### src/rtl/keypad_lock.sv
// Keypad code-entry controller: assembles a BCD code from press pulses, unlocks on
// a matching hash, allows code change while unlocked, and locks out after repeated failures.
module keypad_lock #(
    parameter int                  DIGITS      = 4,
    parameter logic [4*DIGITS-1:0] INIT_CODE   = 16'h1234,
    parameter int                  MAX_FAIL    = 3,
    parameter int                  LOCKOUT_CYC = 1000
) (
    input  logic                  clk,
    input  logic                  rst_n,
    input  logic [9:0]            i_button,
    input  logic                  i_star,
    input  logic                  i_hash,
    output logic                  o_unlocked,
    output logic                  o_fail,
    output logic                  o_saved,
    output logic                  o_locked_out,
    output logic [2:0]            o_digit_cnt,
    output logic [4*DIGITS-1:0]   o_entry
);

    localparam int CODE_W = 4 * DIGITS;
    localparam int FAIL_W = $clog2(MAX_FAIL + 1);
    localparam int TMR_W  = (LOCKOUT_CYC > 1) ? $clog2(LOCKOUT_CYC) : 1;
    localparam logic [2:0]        DIG_C   = 3'(DIGITS);
    localparam logic [FAIL_W-1:0] FAIL_C  = FAIL_W'(MAX_FAIL);
    localparam logic [TMR_W-1:0]  TMR_TOP = TMR_W'(LOCKOUT_CYC - 1);

    typedef enum logic [1:0] {
        IDLE     = 2'd0,
        UNLOCKED = 2'd1,
        SET      = 2'd2,
        LOCKOUT  = 2'd3
    } state_t;

    state_t              state, state_nxt;
    logic [CODE_W-1:0]   code, code_nxt;
    logic [CODE_W-1:0]   entry, entry_nxt;
    logic [2:0]          cnt, cnt_nxt;
    logic [FAIL_W-1:0]   fail_cnt, fail_nxt, fail_inc;
    logic [TMR_W-1:0]    timer, timer_nxt;
    logic                fail_pulse, saved_pulse;

    logic [11:0]         ev;
    logic                single;
    logic                is_digit, is_star, is_hash;
    logic [3:0]          dig;

    // Exactly one press in a cycle forms an event; simultaneous presses are dropped.
    assign ev       = {i_hash, i_star, i_button};
    assign single   = (ev != 12'd0) && ((ev & (ev - 12'd1)) == 12'd0);
    assign is_digit = single && (i_button != 10'd0);
    assign is_star  = single && i_star;
    assign is_hash  = single && i_hash;
    assign fail_inc = fail_cnt + 1'b1;

    always_comb begin
        dig = 4'd0;
        for (int k = 0; k < 10; k++) begin
            if (i_button[k]) dig = 4'(k);
        end
    end

    always_comb begin
        state_nxt   = state;
        code_nxt    = code;
        entry_nxt   = entry;
        cnt_nxt     = cnt;
        fail_nxt    = fail_cnt;
        timer_nxt   = timer;
        fail_pulse  = 1'b0;
        saved_pulse = 1'b0;
        case (state)
            IDLE: begin
                if (is_digit) begin
                    if (cnt < DIG_C) begin
                        entry_nxt = {entry[CODE_W-5:0], dig};
                        cnt_nxt   = cnt + 3'd1;
                    end
                end else if (is_star) begin
                    entry_nxt = '0;
                    cnt_nxt   = 3'd0;
                end else if (is_hash) begin
                    if (cnt == DIG_C && entry == code) begin
                        state_nxt = UNLOCKED;
                        fail_nxt  = '0;
                    end else begin
                        fail_pulse = 1'b1;
                        fail_nxt   = fail_inc;
                        entry_nxt  = '0;
                        cnt_nxt    = 3'd0;
                        if (fail_inc == FAIL_C) begin
                            state_nxt = LOCKOUT;
                            timer_nxt = TMR_TOP;
                        end
                    end
                end
            end
            UNLOCKED: begin
                if (is_hash || is_star) begin
                    state_nxt = is_hash ? IDLE : SET;
                    entry_nxt = '0;
                    cnt_nxt   = 3'd0;
                end
            end
            SET: begin
                if (is_digit) begin
                    if (cnt < DIG_C) begin
                        entry_nxt = {entry[CODE_W-5:0], dig};
                        cnt_nxt   = cnt + 3'd1;
                    end
                end else if (is_star) begin
                    state_nxt = UNLOCKED;
                    entry_nxt = '0;
                    cnt_nxt   = 3'd0;
                end else if (is_hash) begin
                    entry_nxt = '0;
                    cnt_nxt   = 3'd0;
                    if (cnt == DIG_C) begin
                        code_nxt    = entry;
                        saved_pulse = 1'b1;
                        state_nxt   = UNLOCKED;
                    end else begin
                        fail_pulse = 1'b1;
                    end
                end
            end
            LOCKOUT: begin
                entry_nxt = '0;
                cnt_nxt   = 3'd0;
                if (timer == '0) begin
                    state_nxt = IDLE;
                    fail_nxt  = '0;
                end else begin
                    timer_nxt = timer - 1'b1;
                end
            end
            default: state_nxt = IDLE;
        endcase
    end

    always_ff @(posedge clk or negedge rst_n) begin
        if (!rst_n) begin
            state        <= IDLE;
            code         <= INIT_CODE;
            entry        <= '0;
            cnt          <= 3'd0;
            fail_cnt     <= '0;
            timer        <= '0;
            o_unlocked   <= 1'b0;
            o_fail       <= 1'b0;
            o_saved      <= 1'b0;
            o_locked_out <= 1'b0;
        end else begin
            state        <= state_nxt;
            code         <= code_nxt;
            entry        <= entry_nxt;
            cnt          <= cnt_nxt;
            fail_cnt     <= fail_nxt;
            timer        <= timer_nxt;
            o_unlocked   <= (state_nxt == UNLOCKED);
            o_fail       <= fail_pulse;
            o_saved      <= saved_pulse;
            o_locked_out <= (state_nxt == LOCKOUT);
        end
    end

    assign o_digit_cnt = cnt;
    assign o_entry     = entry;

endmodule
### config.mk
export PLATFORM = sky130hd
export DESIGN_NAME = keypad_lock
export DESIGN_NICKNAME = d
export VERILOG_FILES = /design/src/rtl/keypad_lock.sv
export SDC_FILE = /design/constraint.sdc
export NUM_CORES = 1
export LEC_CHECK = 0
export BUFFER_PORTS_ARGS = -buffer_cell sky130_fd_sc_hd__buf_2
export CORE_ASPECT_RATIO = 1.5
export CORE_MARGIN = 2
export CORE_UTILIZATION = 40
export DETAILED_ROUTE_END_ITERATION = 10
export GPL_TIMING_DRIVEN = 0
export SLEW_MARGIN = 10
export SYNTH_ARGS = -nofsm -noshare
export SYNTH_HDL_FRONTEND = slang
export SYNTH_SLANG_ARGS = --single-unit
### constraint.sdc
create_clock -name clk -period 3.25 [get_ports clk]
set_input_delay 0 -clock clk [delete_from_list [all_inputs] [get_ports clk]]
set_output_delay 0 -clock clk [all_outputs]
set_load 0.005 [all_outputs]
==> metrics.txt <==
status=completed; Final nets=roughly 350; Fin Clk Skew=0.00624 ns; Final Cycle Share=85.1%; placed instance count=430; Routed WL=~7000 um; die height=111 um; first-pass GRT wire length=11700 um; DP HPWL=~5300 um; Post-Syn Area=0.00307 sq mm; CP max stage cell=nor4_2; number of setup violations in the final report=0; drt wl/cell=roughly 16 um; CP max stage delay=approximately 0.80 ns; Final Hold Viols=0; XOR/XNOR Fraction of Synth Area=4.85%; Max Transition Viols Final=0; CP endpoint kind=flip-flop; post-synthesis cell count=293; predominant post-synthesis flop cell=dfrtp_1; R2R Setup Slk=0.48 ns; vias in the first global route=roughly 2.4k; post-synth top area cell=dfrtp_1; largest net degree at the start of global routing=54; worst-path maximum fanout=10; router iterations before antenna repair=4; WP data arrival=about 2.9 ns; maximum vdd drop=about 0.00021 V; RSZ-0062 raised after global routing=false; clock tree buffer depth=2; MaxCap Viol Count=0; compound-gate portion of the synthesized area=17.9%; IO Port Bufs=35; Overflow after GRT=0; DRT antenna net count=0; clk slew on worst S/H paths=0.07 ns; Finished Layout Cells=439; Clk Latency, worst-skew pair=~0.29 ns; post-synth top area share=39.1%; Via Count=2412; Core ar.=approximately 0.0075 sq mm; GPL Wtd Cong=~0.86; PwrDens=between 400 and 500 mW/mm^2; adder-cell share of the synthesized area=1.96%; leading cell types in the layout, fill and taps excluded=48 x dfrtp_1, 38 x buf_2, 20 x nand2_1; CTS sink cnt=53; synthesized area per cell=10.5 sq um; Site Rows=39; fraction of layout cells with a size suffix above 1=27.6%; initial antenna violation count=0; Die X=75.5 um; number of buffers created by CTS=5; Total GRT Usage=approximately 18%; Max Fclk=0.362 GHz; Area Growth Syn to Fin=15.2%; CTS root buf=clkbuf_16; area share of and/or/nand/nor cells after synthesis=18.9%; Tmin final=2.77 ns; Worst Hold Slack=0.174 ns; post-synthesis sequential area ratio=between 40% and 50%; Worst EP required=~3.4 ns; Synth area leaders=dfrtp_1 39%, mux2_2 6.6%, dfstp_2 4.3%; largest family of logic cells by synthesized area=simple AND/OR/NAND/NOR gates; 1st-iter DRT viols=124; Cell Chain, Critical Path=clkbuf_1, nand3_1, nor4_2, clkbuf_1, mux2_2; multiplexer share of the synthesized area=9.29%; Final Power=1.53 mW; die area=0.00840 sq mm; Slew HR=30.6%; DR vias/cell=5.49; Residual DRC=0; async set-reset flop share out of synthesis=100%; cell repeated most along the worst path=clkbuf_1; post-synthesis cell type count=between 60 and 70; net count after synthesis=311; commonest non-fill, non-tap cell in the layout=dfrtp_1; Starting Density=40.8%; Final TNS setup=0 ns; Ant. Diodes=0; number of synthesis warnings=0; FF+latch count, synth=53; H-tree Lvls=2; Crit Path Class=reg -> reg; leak pwr=1.66 nW; Hold Crit Class=in -> reg; I/O pin total=37; CTS tree=yes; # resized after CTS=0; Post-synth EDFFs=0; crit path launch type=flip-flop; worst-margin pin slew=between 1 and 1.5 ns
==> flip-flops by register name, summed over array words and instances, names as in the netlist <==
name          cells
o_saved           1
timer            10
o_unlocked        1
state             2
o_fail            1
fail_cnt          2
o_entry          16
code             16
o_locked_out      1
o_digit_cnt       3
==> metrics by stage <==
stage	util, %	setup slack, ns	area (sq um)
4_1_cts	46.9	0.440	3520
6_report	47.1	0.484	3540
3_3_place_gp	44.9	0.349	3370
5_1_grt	47.1	0.280	3540
3_5_place_dp	44.9	0.344	3370
2_1_floorplan	-	0.797	3070
==> critical path, delay by kind of cell, from the launching register on <==
family / cells / cell delay, ns
and+or+nand+nor: 2 / 0.97
buffers and inverters: 2 / 0.86
DFF: 1 / 0.42
muxes: 1 / 0.40
==> worst paths after layout <==
kind / startpoint / to / cells past startpoint
max: state[1]$_DFF_PN0_ / code[13]$_DFFE_PN0P_ / 5
min reg2reg: fail_cnt[1]$_DFFE_PN0P_ / fail_cnt[1]$_DFFE_PN0P_ / 1
min in group asynchronous: rst_n / code[1]$_DFFE_PN0P_ / 2
max in group asynchronous: rst_n / o_digit_cnt[1]$_DFFE_PN0P_ / 2
max reg2reg: state[1]$_DFF_PN0_ / code[13]$_DFFE_PN0P_ / 5
min: i_button[9] / o_entry[3]$_DFFE_PN0P_ / 3
==> report_power, final <==
group	switching [mW]	internal [mW]	total (mW)
clock network	0.246	0.291	0.537
registers	0.0228	0.697	0.720
logic	0.157	0.115	0.272
total	0.426	1.10	1.53
==> layout make-up <==
type / count / area [sq um]
buffer: 13 / 68.8
clock buffer: 5 / 125
clock inverter: 3 / 26.3
fill: 738 / 3980
inverter: 12 / 45.0
multi-input combinational: 215 / 1620
sequential: 53 / 1330
tap: 102 / 128
timing repair buffer: 36 / 188
==> synthesized netlist by cell type, drive strengths merged, types with 3 or more instances <==
library cell,number
nand2,20
mux2,22
xor2,8
o22ai,5
xnor2,9
dfstp,5
or4,4
clkbuf,6
mux2i,3
nor4,6
nor3,8
nand4,15
or3,3
inv,12
dfrtp,48
o21ai,11
nor3b,3
a2111oi,6
buf,7
nor2,16
a21bo,14
nand3,10
ha,4
a21oi,11
nand2b,4
==> timing repair <==
action / CTS / global route
hold buffers: 0 / 1
buffers inserted: 0 / 0
hold endpoints to repair: 0 / 48
==> cell families (layout without fill, tap and decap cells) <==
group                    Yosys count  count (layout)
adder cells (fa/ha/maj)            5               5
multiplexers                      25              25
buffers and inverters             25              69
AND/OR/NAND/NOR                  102             102
AO/OA/AOI/OAI                     66              66
XOR/XNOR                          17              17
flip-flops                        53              53
==> routing by layer <==
layer / GRT usage [%] / wire length (um) / vias to the layer above
met4: 6.20 / 152 / 0
met1: 20.7 / 2700 / 1181
met2: 31.6 / 3920 / 48
met5: 0 / 0 / -
met3: 3.18 / 254 / 14
li1: - / - / 1169
No activity file was read; power rests on OpenSTA's default activity.
